<file path="src/rtl/abs_diff_approx_pipe.sv">
// Two-stage abs-diff unit with optional LSB truncation.
// Accumulates per-frame SAD and counts out-of-bound errors.
module abs_diff_approx_pipe #(
   parameter int WIDTH = 8,
   parameter int DROP  = 2,
   parameter int ET    = 3,
   parameter int FRAME = 4,
   parameter int ACC_W = WIDTH + $clog2(FRAME)
) (
   input  logic             clk,
   input  logic             rst_n,
   input  logic             clear,
   input  logic             in_valid,
   output logic             in_ready,
   input  logic [WIDTH-1:0] in_a,
   input  logic [WIDTH-1:0] in_b,
   input  logic             approx_en,
   output logic             out_valid,
   input  logic             out_ready,
   output logic [WIDTH-1:0] out_diff,
   output logic [ACC_W-1:0] out_sad,
   output logic             out_last,
   output logic [15:0]      err_cnt
);

   localparam int CW = $clog2(FRAME);
   localparam logic [WIDTH-1:0] LSB_M = WIDTH'((1 << DROP) - 1);
   localparam logic [CW-1:0] LAST_C = CW'(FRAME - 1);

   if (ET < (1 << DROP) - 1) begin : g_bad_et
      $error("ET must be at least 2^DROP-1");
   end

   logic             r_v1;
   logic [WIDTH-1:0] r_a1;
   logic [WIDTH-1:0] r_b1;
   logic             r_m1;
   logic             r_v2;
   logic [WIDTH-1:0] r_diff;
   logic [ACC_W-1:0] r_sad;
   logic             r_last;
   logic [CW-1:0]    r_cnt;
   logic [15:0]      r_err;

   logic             w_en1;
   logic             w_en2;
   logic [WIDTH-1:0] w_exact;
   logic [WIDTH-1:0] w_out;
   logic [WIDTH-1:0] w_gap;
   logic             w_hit;
   logic [ACC_W-1:0] w_sad;

   assign w_en2    = !r_v2 || out_ready;
   assign w_en1    = !r_v1 || w_en2;
   assign in_ready = w_en1 && !clear;

   assign w_exact = (r_a1 >= r_b1) ? r_a1 - r_b1 : r_b1 - r_a1;
   assign w_out   = r_m1 ? (w_exact & ~LSB_M) : w_exact;
   assign w_gap   = w_exact - w_out;
   assign w_hit   = int'(w_gap) > ET;
   // First sample of a frame restarts the sum instead of adding to it
   assign w_sad   = ((r_cnt == '0) ? '0 : r_sad) + ACC_W'(w_out);

   always_ff @(posedge clk or negedge rst_n) begin
      if (!rst_n) begin
         r_v1 <= 1'b0;
         r_a1 <= '0;
         r_b1 <= '0;
         r_m1 <= 1'b0;
      end else if (clear) begin
         r_v1 <= 1'b0;
      end else if (w_en1) begin
         r_v1 <= in_valid;
         if (in_valid) begin
            r_a1 <= in_a;
            r_b1 <= in_b;
            r_m1 <= approx_en;
         end
      end
   end

   always_ff @(posedge clk or negedge rst_n) begin
      if (!rst_n) begin
         r_v2   <= 1'b0;
         r_diff <= '0;
         r_sad  <= '0;
         r_last <= 1'b0;
         r_cnt  <= '0;
         r_err  <= '0;
      end else if (clear) begin
         r_v2   <= 1'b0;
         r_diff <= '0;
         r_sad  <= '0;
         r_last <= 1'b0;
         r_cnt  <= '0;
         r_err  <= '0;
      end else if (w_en2) begin
         r_v2 <= r_v1;
         if (r_v1) begin
            r_diff <= w_out;
            r_sad  <= w_sad;
            r_last <= (r_cnt == LAST_C);
            r_cnt  <= (r_cnt == LAST_C) ? '0 : r_cnt + 1'b1;
            if (w_hit && r_err != 16'hFFFF) begin
               r_err <= r_err + 16'd1;
            end
         end
      end
   end

   assign out_valid = r_v2;
   assign out_diff  = r_diff;
   assign out_sad   = r_sad;
   assign out_last  = r_last;
   assign err_cnt   = r_err;

endmodule

</file>
<file path="config.mk">
export PLATFORM = sky130hd
export DESIGN_NAME = abs_diff_approx_pipe
export DESIGN_NICKNAME = d
export VERILOG_FILES = /design/src/rtl/abs_diff_approx_pipe.sv
export SDC_FILE = /design/constraint.sdc
export NUM_CORES = 1
export LEC_CHECK = 0
export CORE_MARGIN = 5
export CORE_UTILIZATION = 40
export DETAILED_ROUTE_END_ITERATION = 12
export PLACE_DENSITY = 0.67
export RECOVER_POWER = 25
export SLEW_MARGIN = 5
export SYNTH_ARGS = -nofsm -noshare
export SYNTH_HDL_FRONTEND = slang
export SYNTH_SLANG_ARGS = --single-unit
</file>
<file path="constraint.sdc">
create_clock -name clk -period 3.6 [get_ports clk]
set_input_delay 0.72 -clock clk [delete_from_list [all_inputs] [get_ports clk]]
set_output_delay 0.72 -clock clk [all_outputs]
set_load 0.01 [all_outputs]
</file>
## Word-level counts from Yosys, hierarchy flattened

Cells that the tools add are included.
W data, S select, Z words.

- Register bits: 56
- Bits in latches: 0
- Bits in writable memories: 0
- Bits in read-only memories: 0
- Input bits: 22
- Logic and storage cells: 60
- Memories kept: 0

- $add $sub $neg: 6
- Multipliers: 0
- Divide/modulo/power cells: 0
- $lt $le $gt $ge: 2
- Eq/ne operators: 2
- Shift operators: 0
- Muxes and demuxes: 24
- Bitwise operators: 1
- Reduce and logical (&&, ||, !) cells: 15

Operators by type and width:

| cell | number |
|---|---|
| $mux W16 | 4 |
| $mux W10 | 4 |
| $mux W8 | 4 |
| $sub A8 B8 Y8 | 3 |
| $add A16 B1 Y16 const B | 1 |
| $ne A16 B16 Y1 const B | 1 |
| $add A10 B8 Y10 | 1 |
| $mux W2 | 5 |
| $ge A8 B8 Y1 | 1 |
| $gt A8 B2 Y1 const B | 1 |
| $reduce_bool A2 Y1 | 4 |
| $mux W1 | 7 |
| $reduce_and A3 Y1 | 2 |
| $logic_not A1 Y1 | 3 |
| $add A2 B1 Y2 const B | 1 |
| $eq A2 B2 Y1 const B | 1 |
| $logic_and A1 B1 Y1 | 2 |
| $logic_not A2 Y1 | 1 |
| $logic_or A1 B1 Y1 | 2 |
| $reduce_and A2 Y1 | 1 |
| $not A1 Y1 | 1 |

## Depth between registers and ports, before layout

Gate-level depths: netlist (run 1).

- Depth in word-level cells: 10
- Depth in mapped cells: 16
- Mapped depth without buffers: 16

## Worst setup path before layout (run 1)

Ideal clock, no wire load.

- Kind: register -> register
- From: register r_a1[0]
- To: register r_sad[9] (netlist: out_sad[9])
- Data arrival time: 3.344 ns
- Required time: 3.531 ns
- Setup slack: 0.187 ns
- Cell stages (with the launch flop): 16
- Path buffers: 0
- Period minus slack after synthesis: 3.413 ns
- Cell sequence: dfrtp_1 -> inv_1 -> ha_1 -> inv_1 -> fa_1 -> nand3_1 -> a31oi_1 -> a211oi_4 -> mux2i_1 -> xnor2_1 -> ha_1 -> a21oi_1 -> o21bai_1 -> a21oi_1 -> or4b_2 -> nand3_1

- Cells in the longest elaborated chain, start to end: 7
- Elaborated cells between the ends (all ways): 9

RTL lines:

| element | RTL line | RTL |
|---|---|---|
| from (decl) | 35 | `logic [WIDTH-1:0] r_a1;` |
| from (signal assigned) | 75 | `r_a1 <= in_a;` |
| $sub A8 B8 Y8 or $ge A8 B8 Y1 (tied branches) | 57 | `assign w_exact = (r_a1 >= r_b1) ? r_a1 - r_b1 : r_b1 - r_a1;` |
| $mux W8 (*) | 57 |  |
| $mux W2 | 58 | `assign w_out = r_m1 ? (w_exact & ~LSB_M) : w_exact;` |
| $add A10 B8 Y10 (*) | 62 | `assign w_sad = ((r_cnt == '0) ? '0 : r_sad) + ACC_W'(w_out);` |
| $mux W10 (*) | 99 | `if (r_v1) begin` |
| $mux W10 (*) | 97 | `end else if (w_en2) begin` |
| $mux W10 (*) | 90 | `end else if (clear) begin` |
| to (signal assigned) | 101 | `r_sad <= w_sad;` |
| to (decl) | 40 | `logic [ACC_W-1:0] r_sad;` |

Every way passes the cells marked *; elsewhere a longest branch is shown, timed or not. The select of a mux whose other input is x is not followed.
A chain may end at the register's enable or synchronous reset.

## Worst setup path in the final report (run 1)

Ends and elaborated chain as after synthesis.

==> results of run 1 <==
[worst paths after layout]
path,to,startpoint,cells after the start,slack (ns)
min,err_cnt[6]$_DFFE_PN0P_,err_cnt[6]$_DFFE_PN0P_,1,0.50
max reg2reg,out_sad[9]$_DFFE_PN0P_,r_a1[0]$_DFFE_PN0P_,17,0.13
max,out_sad[9]$_DFFE_PN0P_,r_a1[0]$_DFFE_PN0P_,17,0.13
min reg2reg,err_cnt[6]$_DFFE_PN0P_,err_cnt[6]$_DFFE_PN0P_,1,0.50
max in group asynchronous,out_sad[4]$_DFFE_PN0P_,rst_n,2,1.60
min in group asynchronous,err_cnt[4]$_DFFE_PN0P_,rst_n,1,0.54
[cell type report]
type	count	share of cell area, %
clock buffer	7	2.34
clock inverter	1	0.730
inverter	22	2.01
multi-input combinational	194	40.0
sequential	56	34.1
tap	102	3.10
timing repair buffer	78	17.7
[report_power, final]
part           total (uW)  switching [uW]  internal [uW]
Clock                 444             199            246
Sequential            738            46.9            691
Combinational         988             503            485
[worst max-delay path, cell delays in order, from the launching register on]
cell and delay (ns):
dfrtp_1 0.39, inv_1 0.06, ha_2 0.18, inv_2 0.04, fa_2 0.39, nand3_4 0.11, a31oi_4 0.09, a211oi_4 0.26
buf_6 0.14, buf_4 0.12, mux2i_2 0.21, xor2_1 0.24, ha_2 0.35, a21o_1 0.18, a21oi_2 0.16, nor4_1 0.07
a221oi_1 0.28, nand3_2 0.10
[cell families after synthesis]
kind of cell / count (synthesis) / synth area share, %
DFF: 56 / 45.5
AOI/OAI and AO/OA: 63 / 14.4
and+or+nand+nor: 66 / 11.3
xor gates and xnor gates: 13 / 3.70
muxes: 24 / 8.50
adders and majority gates: 28 / 12.1
buffers and inverters: 34 / 4.51
[synthesized netlist by cell type (2+ instances only)]
cell type / instances
nor2_1: 12
nand2b_1: 2
a311oi_1: 2
o21ai_0: 11
nor2b_1: 26
a21oi_1: 13
a22o_1: 12
nor3_1: 2
mux2_2: 17
nand2_1: 13
dfrtp_1: 56
a31oi_1: 6
a221oi_1: 2
a21o_1: 9
buf_2: 3
nand3_1: 4
xor2_1: 6
xnor2_1: 7
fa_1: 3
nand4_1: 2
ha_1: 25
mux2i_1: 7
a211oi_1: 2
inv_1: 22
o21bai_1: 2
clkbuf_1: 8
[what timing repair did]
item,in CTS,in global routing
buffers inserted,3,7
pin swaps,1,17
gates resized for setup,0,28
hold buffers,0,0
endpoints found under the setup margin,4,5
[per-stage QoR]
step	total power, uW	hold WS, ns	cells	setup TNS, ns	utilization [%]
floorplan	1300	0.424	284	0	-
detailed placement	1560	0.486	442	-0.0309	49.9
global placement	1550	0.481	442	0	49.9
global route	2310	0.527	460	-0.100	54.0
CTS	2030	0.343	453	0	51.9
finish	2170	0.503	460	0	54.0
[registers in the layout (all words and copies together), names as in the netlist]
signal / count
out_diff: 8
r_cnt: 2
r_v1: 1
r_b1: 8
out_valid: 1
err_cnt: 16
r_a1: 8
out_last: 1
r_m1: 1
out_sad: 10
[metal layers]
metal / GRT usage [%] / wire, um / vias up
met5: 0 / 0 / -
met4: 3.30 / 50 / 0
met3: 4.67 / 458 / 5
met2: 22.7 / 3200 / 61
met1: 18.7 / 2990 / 1128
li1: - / - / 1123
==> qor.yml, run 1 <==
worst_setup_path:
  cp_data_arrival_time_ns: 3.66
  cp-end-kind: "flip-flop"
  worst_setup_path_start_kind: "flip-flop"
  cp_max_fo: 4
  critical_path_required_ns: 3.79
  critPathKind: "flip-flop to flip-flop"
status:
  status: "finished, final reports clean"
floorplanning:
  core_mm2: 0.00761
  die_area_mm2: 0.00955
  initial_core_util_pct: 40.4
  die_h_um: 97.7
  rows: 32
  pin_count: 59
  fp.dieW_um: 97.7
sta:
  relSlewSlack_pct: 35.6
  setup_viol: 0
  final_max_slew_viol_count: 0
  fin_skew_ns: 0.00328
  setup_ws_ns: 0.126
  hold_viol: 0
  fin_crit_sh_pct: 96.5
  period_minus_slack_ns: 3.47
  fmax_mhz: 288
  tightest_slew_ns: 0.966
yosys:
  avgSynthCellArea_um2: 10.8
  yosys_warnings: 0
  synth-seq-area-share_pct: 45.5
  ys_seq_elements: 56
  synth.top_cell.area_share_pct: 45.5
  synth-async-reset-ratio_pct: 100
  netlist_area_mm2: 0.00308
  synth-edff-count: 0
  synthCells: 284
  syn-num-nets: 334
  netlist_top_cells_area: "dfrtp_1 (46%), ha_1 (10%), mux2_2 (6.2%)"
  ys_types: 36
  yosys_most_used_dff: "dfrtp_1"
  synth_top_cell_by_area: "dfrtp_1"
clock_network:
  cts_tree: "done"
  clock_sink_count: 56
  clkTransAtPathRegs_ns: 0.10
  numCtsBuffers: 5
  clk_latency_ns: 0.30
  htreeDepth: 2
  cts_buffer_depth: 2
  root_buffer: "clkbuf_8"
finish:
  layout.nets: 407
  area_delta_synth_final_pct: 33.6
  antenna_cells: 0
  layout-drive-gt1-share_pct: 19.8
  num-fill-cells: 677
  fin_area_mm2: 0.00411
  multi_input_area_mm2: 0.00164
  mostFrequentLayoutCells: "dfrtp_1 (56), clkdlybuf4s50_1 (56), nor2b_1 (26)"
  register_area_mm2: 0.00140
placed_design:
  place.gp.congestion: 0.870
  place_ws_ns: -0.0200
  dp_hpwl_um: 4870
  place_area_mm2: 0.00380
  io_buffers: 58
route:
  vias: 2317
  antenna_left: 0
  routedWlPerCell_um: 14.6
  vias_per_cell: 5.04
  first_pass_iters: 4
  route.detailed.drc: 0
  drt_iter0_markers: 78
  drt-total-wl_um: 6700
pwr:
  p_per_area_mw_per_mm2: 528
  peakVddDrop_uv: 212
  p_leak_uw: 0.00192
grt:
  grt_pass1_wl_um: 11300
  track_usage_pct: 14.2
  antenna_found_initial: 0
  grt_overflow: 0
  grt_max_degree: 39
  grt_pass1_vias: 2422
job:
  cap_violations: 0
hold_path:
  hold_path_class: "flip-flop to flip-flop"
(Power assumes the default switching activity.)
==> inputs of run 2 (changes only) <==
--- a/config.mk
+++ b/config.mk
@@ -8,6 +8,7 @@
 export CORE_MARGIN = 5
 export CORE_UTILIZATION = 40
 export DETAILED_ROUTE_END_ITERATION = 12
+export GPL_ROUTABILITY_DRIVEN = 0
 export PLACE_DENSITY = 0.67
 export RECOVER_POWER = 25
 export SLEW_MARGIN = 5
==> results of run 2 <==
Final layout, timing and power as in run 1 (identical DEF).
